--- src/rtl/impulse_counter_pkg.sv ---
// Shared definitions for the multi-channel impulse counter: default parameters
// and the readout FSM state encoding.
package impulse_counter_pkg;

    localparam int NCH_DEFAULT = 8;
    localparam int CW_DEFAULT  = 8;
    localparam int SAT_DEFAULT = 0;

    typedef enum logic [1:0] {
        ST_IDLE  = 2'd0,
        ST_LOAD  = 2'd1,
        ST_SHIFT = 2'd2
    } state_e;

endpackage

--- src/rtl/sync_edge_det.sv ---
// Two-flop synchronizer followed by a rising-edge detector; emits a one-cycle
// pulse in the clk domain for every rising edge seen on the async input.
module sync_edge_det (
    input  logic clk,
    input  logic reset,
    input  logic din,
    output logic pulse
);

    logic meta_q;
    logic sync_q;
    logic prev_q;
    logic pulse_d;

    // Synchronizer chain plus one-cycle history for the edge detector
    always_ff @(posedge clk or posedge reset) begin
        if (reset) begin
            meta_q <= 1'b0;
            sync_q <= 1'b0;
            prev_q <= 1'b0;
        end else begin
            meta_q <= din;
            sync_q <= meta_q;
            prev_q <= sync_q;
        end
    end

    // Pulse is decoded from flops only, so it is glitch-free in the clk domain
    always_comb begin
        pulse_d = sync_q & ~prev_q;
    end

    assign pulse = pulse_d;

endmodule

--- src/rtl/impulse_counter_n.sv ---
// NCH-channel impulse counter: counts rising edges per channel over windows
// closed by rtc, then streams the frozen window out serially, MSB first.
module impulse_counter_n
    import impulse_counter_pkg::*;
#(
    parameter int NCH = NCH_DEFAULT,
    parameter int CW  = CW_DEFAULT,
    parameter int SAT = SAT_DEFAULT
) (
    input  logic                    clk,
    input  logic                    reset,
    input  logic [NCH-1:0]          ch,
    input  logic                    rtc,
    output logic                    serial_out,
    output logic [$clog2(NCH)-1:0]  addr,
    output logic                    sl,
    output logic                    busy,
    output logic                    ovf_global,
    output logic                    ovf_rtc
);

    localparam int AW = $clog2(NCH);
    localparam int BW = $clog2(CW);
    localparam logic [CW-1:0] CNT_ZERO  = {CW{1'b0}};
    localparam logic [CW-1:0] CNT_MAX   = {CW{1'b1}};
    localparam logic [CW-1:0] CNT_ONE   = CW'(1);
    localparam logic [AW-1:0] ADDR_ZERO = {AW{1'b0}};
    localparam logic [AW-1:0] ADDR_ONE  = AW'(1);
    localparam logic [AW-1:0] ADDR_LAST = AW'(NCH - 1);
    localparam logic [BW-1:0] BIT_ZERO  = {BW{1'b0}};
    localparam logic [BW-1:0] BIT_ONE   = BW'(1);
    localparam logic [BW-1:0] BIT_LAST  = BW'(CW - 1);

    logic [NCH-1:0] ch_pulse_s;
    logic           rtc_pulse_s;
    logic           snap_s;
    logic [CW-1:0]  word_s;

    logic [CW-1:0]  cnt_q    [NCH];
    logic [CW-1:0]  cnt_d    [NCH];
    logic [CW-1:0]  shadow_q [NCH];
    logic [CW-1:0]  shadow_d [NCH];
    logic [NCH-1:0] ovf_ch_q, ovf_ch_d;
    logic           ovf_global_q, ovf_global_d;
    logic           ovf_rtc_q, ovf_rtc_d;
    state_e         state_q, state_d;
    logic [AW-1:0]  addr_q, addr_d;
    logic [BW-1:0]  bit_q, bit_d;
    logic           serial_out_q, serial_out_d;
    logic           sl_q, sl_d;
    logic           busy_q, busy_d;

    for (genvar g = 0; g < NCH; g++) begin : g_ch_sync
        sync_edge_det u_ch_sync (
            .clk   (clk),
            .reset (reset),
            .din   (ch[g]),
            .pulse (ch_pulse_s[g])
        );
    end

    sync_edge_det u_rtc_sync (
        .clk   (clk),
        .reset (reset),
        .din   (rtc),
        .pulse (rtc_pulse_s)
    );

    // Live counters, snapshot into shadows, and overflow bookkeeping
    always_comb begin
        snap_s       = rtc_pulse_s & ~busy_q;
        ovf_ch_d     = ovf_ch_q;
        ovf_global_d = snap_s ? (|ovf_ch_q) : ovf_global_q;
        ovf_rtc_d    = ovf_rtc_q | (rtc_pulse_s & busy_q);
        for (int i = 0; i < NCH; i++) begin
            cnt_d[i]    = cnt_q[i];
            shadow_d[i] = shadow_q[i];
            if (snap_s) begin
                // A pulse coinciding with the snapshot opens the new window
                shadow_d[i] = cnt_q[i];
                cnt_d[i]    = ch_pulse_s[i] ? CNT_ONE : CNT_ZERO;
                ovf_ch_d[i] = 1'b0;
            end else if (ch_pulse_s[i]) begin
                if (cnt_q[i] == CNT_MAX) begin
                    ovf_ch_d[i] = 1'b1;
                    cnt_d[i]    = (SAT != 0) ? CNT_MAX : CNT_ZERO;
                end else begin
                    cnt_d[i] = cnt_q[i] + CNT_ONE;
                end
            end else begin
                cnt_d[i] = cnt_q[i];
            end
        end
    end

    // Readout sequencer; outputs are decoded from next state so they come out of flops
    always_comb begin
        state_d = state_q;
        addr_d  = addr_q;
        bit_d   = bit_q;
        case (state_q)
            ST_IDLE: begin
                if (snap_s) begin
                    state_d = ST_LOAD;
                    addr_d  = ADDR_ZERO;
                end else begin
                    state_d = ST_IDLE;
                end
            end
            ST_LOAD: begin
                state_d = ST_SHIFT;
                bit_d   = BIT_ZERO;
            end
            ST_SHIFT: begin
                if (bit_q == BIT_LAST) begin
                    if (addr_q == ADDR_LAST) begin
                        state_d = ST_IDLE;
                        addr_d  = ADDR_ZERO;
                    end else begin
                        state_d = ST_LOAD;
                        addr_d  = addr_q + ADDR_ONE;
                    end
                end else begin
                    bit_d = bit_q + BIT_ONE;
                end
            end
            default: begin
                state_d = ST_IDLE;
                addr_d  = ADDR_ZERO;
                bit_d   = BIT_ZERO;
            end
        endcase
        word_s       = shadow_q[addr_d] << bit_d;
        busy_d       = (state_d != ST_IDLE);
        sl_d         = (state_d == ST_LOAD);
        serial_out_d = (state_d == ST_SHIFT) & word_s[CW-1];
    end

    // State registers; reset aborts any frame in progress
    always_ff @(posedge clk or posedge reset) begin
        if (reset) begin
            for (int i = 0; i < NCH; i++) begin
                cnt_q[i]    <= CNT_ZERO;
                shadow_q[i] <= CNT_ZERO;
            end
            ovf_ch_q     <= {NCH{1'b0}};
            ovf_global_q <= 1'b0;
            ovf_rtc_q    <= 1'b0;
            state_q      <= ST_IDLE;
            addr_q       <= ADDR_ZERO;
            bit_q        <= BIT_ZERO;
            serial_out_q <= 1'b0;
            sl_q         <= 1'b0;
            busy_q       <= 1'b0;
        end else begin
            for (int i = 0; i < NCH; i++) begin
                cnt_q[i]    <= cnt_d[i];
                shadow_q[i] <= shadow_d[i];
            end
            ovf_ch_q     <= ovf_ch_d;
            ovf_global_q <= ovf_global_d;
            ovf_rtc_q    <= ovf_rtc_d;
            state_q      <= state_d;
            addr_q       <= addr_d;
            bit_q        <= bit_d;
            serial_out_q <= serial_out_d;
            sl_q         <= sl_d;
            busy_q       <= busy_d;
        end
    end

    assign serial_out = serial_out_q;
    assign addr       = addr_q;
    assign sl         = sl_q;
    assign busy       = busy_q;
    assign ovf_global = ovf_global_q;
    assign ovf_rtc    = ovf_rtc_q;

endmodule
--- config.mk ---
export PLATFORM = sky130hd
export DESIGN_NAME = impulse_counter_n
export DESIGN_NICKNAME = d
export VERILOG_FILES = /design/src/rtl/impulse_counter_pkg.sv /design/src/rtl/sync_edge_det.sv /design/src/rtl/impulse_counter_n.sv
export SDC_FILE = /design/constraint.sdc
export NUM_CORES = 1
export LEC_CHECK = 0
export CAP_MARGIN = 5
export CORE_MARGIN = 2
export CORE_UTILIZATION = 60
export DETAILED_ROUTE_END_ITERATION = 8
export GPL_TIMING_DRIVEN = 1
export PLACE_DENSITY_LB_ADDON = 0.15
export SLEW_MARGIN = 0
export SYNTH_ARGS = -nofsm -noshare
export SYNTH_HDL_FRONTEND = slang
export SYNTH_SLANG_ARGS = --single-unit
--- constraint.sdc ---
create_clock -name clk -period 11.1 [get_ports clk]
set_input_delay 2.22 -clock clk [delete_from_list [all_inputs] [get_ports clk]]
set_output_delay 2.22 -clock clk [all_outputs]
set_load 0.03 [all_outputs]
==> run summary <==
Hold WC Path Type - register to register
Finished Layout Cells - 1055
Post-CTS Setup Inserts - 0
DRT iter0 DRCs - 541
clk sinks - 176
vias in the first global route - 5762
post-synthesis sequential area ratio - 0.5532
YS warnings - 0
TritonCTS buffer count - 17
Int Power - 1.207 mW
synthesized flop and latch total - 176
status - complete, no violations
Post-Syn Area - 7961 um^2
Fin. Hold Viols - 0
clock root buffer - clkbuf_16
share of layout cells above drive strength 1 - 0.05916
core region area - 13090 um^2
end-of-flow core utilization - 0.6699
post-cts hold buffer count - 0
post-synthesis cell type count - 61
slowest CP cell - clkdlybuf4s50_1
clock power share - 0.313
WP data arrival - 1.59 ns
Reg power frac - 0.471
Sw Pwr - 0.5756 mW
Top FF cell, synth - dfrtp_1
io pins - 19
Sw Share - 0.3229
GR peak layer - met2
hold_sp - g_ch_sync[3].u_ch_sync.meta_q
P per Cell Area - 203.4 nW/um^2
Routed Antenna Nets - 0
P_leak - 4.165 nW
dpl ws - 6.739 ns
number of port buffers - 18
drt pass-1 iters - 6
final worst path period share - 0.3431
GRT overflow - 0
crit path launch type - register
Worst-Skew Late Latency - 0.43 ns
gpl congestion - 0.9123
met2 Use GR - 0.3912
CP Max Fanout - 5
Crit path required time - 8.88 ns
TNS Setup - 0 ns
power share of the combinational group - 0.215
initial antenna violation count - 0
CP delay by family, top - buffers and inverters
final setup vio count - 0
grt met1 use - 0.3509
Net Count, Synth - 885
nets - 889
H-tree Lvls - 4
min Tclk post-route - 3.808 ns
global-route wire length before repair - 28260 um
Post-route DRC - 0
DR WL/cell - 15.79 um
placed insts - 1024
worst stage delay on the critical path - 0.71 ns
relative slew slack - 0.3454
async set-reset flop share out of synthesis - 1.000
largest net degree at the start of global routing - 109
Die H - 119.2 um
Antenna diodes - 0
max_cap viols - 0
fmax - 262.6 MHz
Mapped Cells - 863
Crit Path Category - register to output port
most frequent cells in the layout - 282 x nand2_1, 176 x dfrtp_1, 61 x nor2_1, 43 x a21oi_1, 35 x o21ai_0
die width - 119.2 um
VDD IR-drop max - 0.0001651 V
WL final - 16660 um
Detailed Place HPWL - 10810 um
post-CTS sizing - 0
Final Max Slew Viols - 0
Worst Setup End Kind - output port
worst reg2reg path startpoint - addr[0]
most common cell after layout, fill and taps aside - nand2_1
Final WS setup - 7.292 ns
Post-synth EDFFs - 0
Initial Util - 0.6084
critical-path cell list - clkdlybuf4s50_1
crit path launch - busy
vias per inst - 5.817
Worst-path clk slew - 0.06 ns
CTS tree - built
grt met3 use - 0.05603
Mean Syn Cell Area - 9.225 um^2
RSZ-0062 raised after global routing - false
skew final - 0.009052 ns
worst-case clock buffer depth - 2
crit path buf inv count - 1
Worst Tran Pin Value - 0.9819 ns
die area - 14210 um^2
FILL cells - 1010
Rows - 42
Area growth syn-to-layout - 10.11%
total track usage - 0.2510
via count - 6137
power by group through the flow:
| stage | sequential, mW | clock [mW] | combinational (mW) |
|---|---|---|---|
| 2_1_floorplan | 0.824 | 0 | 0.317 |
| 3_3_place_gp | 0.843 | 0 | 0.369 |
| 3_5_place_dp | 0.848 | 0 | 0.382 |
| 4_1_cts | 0.839 | 0.568 | 0.384 |
| 5_1_grt | 0.855 | 0.595 | 0.433 |
| 6_report | 0.840 | 0.559 | 0.383 |
through the flow:
step | area [um^2] | hold slack (ns) | total power [mW]
final | 8766 | 0.3477 | 1.783
after global routing | 8766 | 0.3570 | 1.883
after CTS | 8766 | 0.3488 | 1.792
after detailed placement | 8209 | 0.3347 | 1.231
after global placement | 8209 | 0.3334 | 1.212
after floorplan | 7961 | 0.3312 | 1.141
synthesized netlist by cell type, types with 13 or more instances:
library cell | count | share of area
a21oi_1 | 43 | 0.027
clkbuf_1 | 27 | 0.013
dfrtp_1 | 176 | 0.55
nand2_1 | 282 | 0.13
nand3_1 | 31 | 0.019
nand4_1 | 13 | 0.010
nor2_1 | 61 | 0.029
nor3_1 | 16 | 0.010
o21ai_0 | 35 | 0.022
xor2_1 | 21 | 0.023
path summary, 6_finish.rpt:
path / endpoint / slack [ns] / depth (start not counted)
setup / recovery: busy / 7.29 / 1
hold / removal: g_ch_sync[3].u_ch_sync.sync_q / 0.35 / 0
setup reg to reg: serial_out / 8.09 / 11
hold reg to reg: g_ch_sync[3].u_ch_sync.sync_q / 0.35 / 0
max in group asynchronous: cnt_q[24] / 7.33 / 3
min in group asynchronous: u_rtc_sync.meta_q / 2.36 / 2
per-layer routing:
metal,part of all wire,routed length [um],vias to the layer above
li1,-,-,2935
met1,0.46,7659,3015
met2,0.48,8040,168
met3,0.041,691,19
met4,0.016,267,0
met5,0,0,-
flip-flops by register name, summed over array words and instances, names as in the netlist, 2 cells and up:
name                        cells
g_ch_sync.u_ch_sync.prev_q      8
ovf_ch_q                        8
shadow_q                       64
g_ch_sync.u_ch_sync.meta_q      8
addr                            3
g_ch_sync.u_ch_sync.sync_q      8
bit_q                           3
cnt_q                          64
state_q                         2
kinds of logic after synthesis:
| kind of cell | Yosys count | share of synthesized area |
|---|---|---|
| compound gates | 135 | 0.1056 |
| xor+xnor | 25 | 0.02750 |
| fa+ha+maj | 11 | 0.01729 |
| buf+inv | 46 | 0.02923 |
| flops | 176 | 0.5532 |
| mux | 12 | 0.01603 |
| simple gates | 458 | 0.2511 |
final cells by class:
type | instances | area (um^2) | share of cell area
Clock inverter | 4 | 23.77 | 0.002712
Clock buffer | 27 | 533.0 | 0.06080
Multi-Input combinational cell | 641 | 3329 | 0.3798
Tap cell | 176 | 220.2 | 0.02512
Timing Repair Buffer | 22 | 210.2 | 0.02398
Inverter | 9 | 45.04 | 0.005138
Sequential cell | 176 | 4404 | 0.5024
No activity file was read; power rests on OpenSTA's default activity.
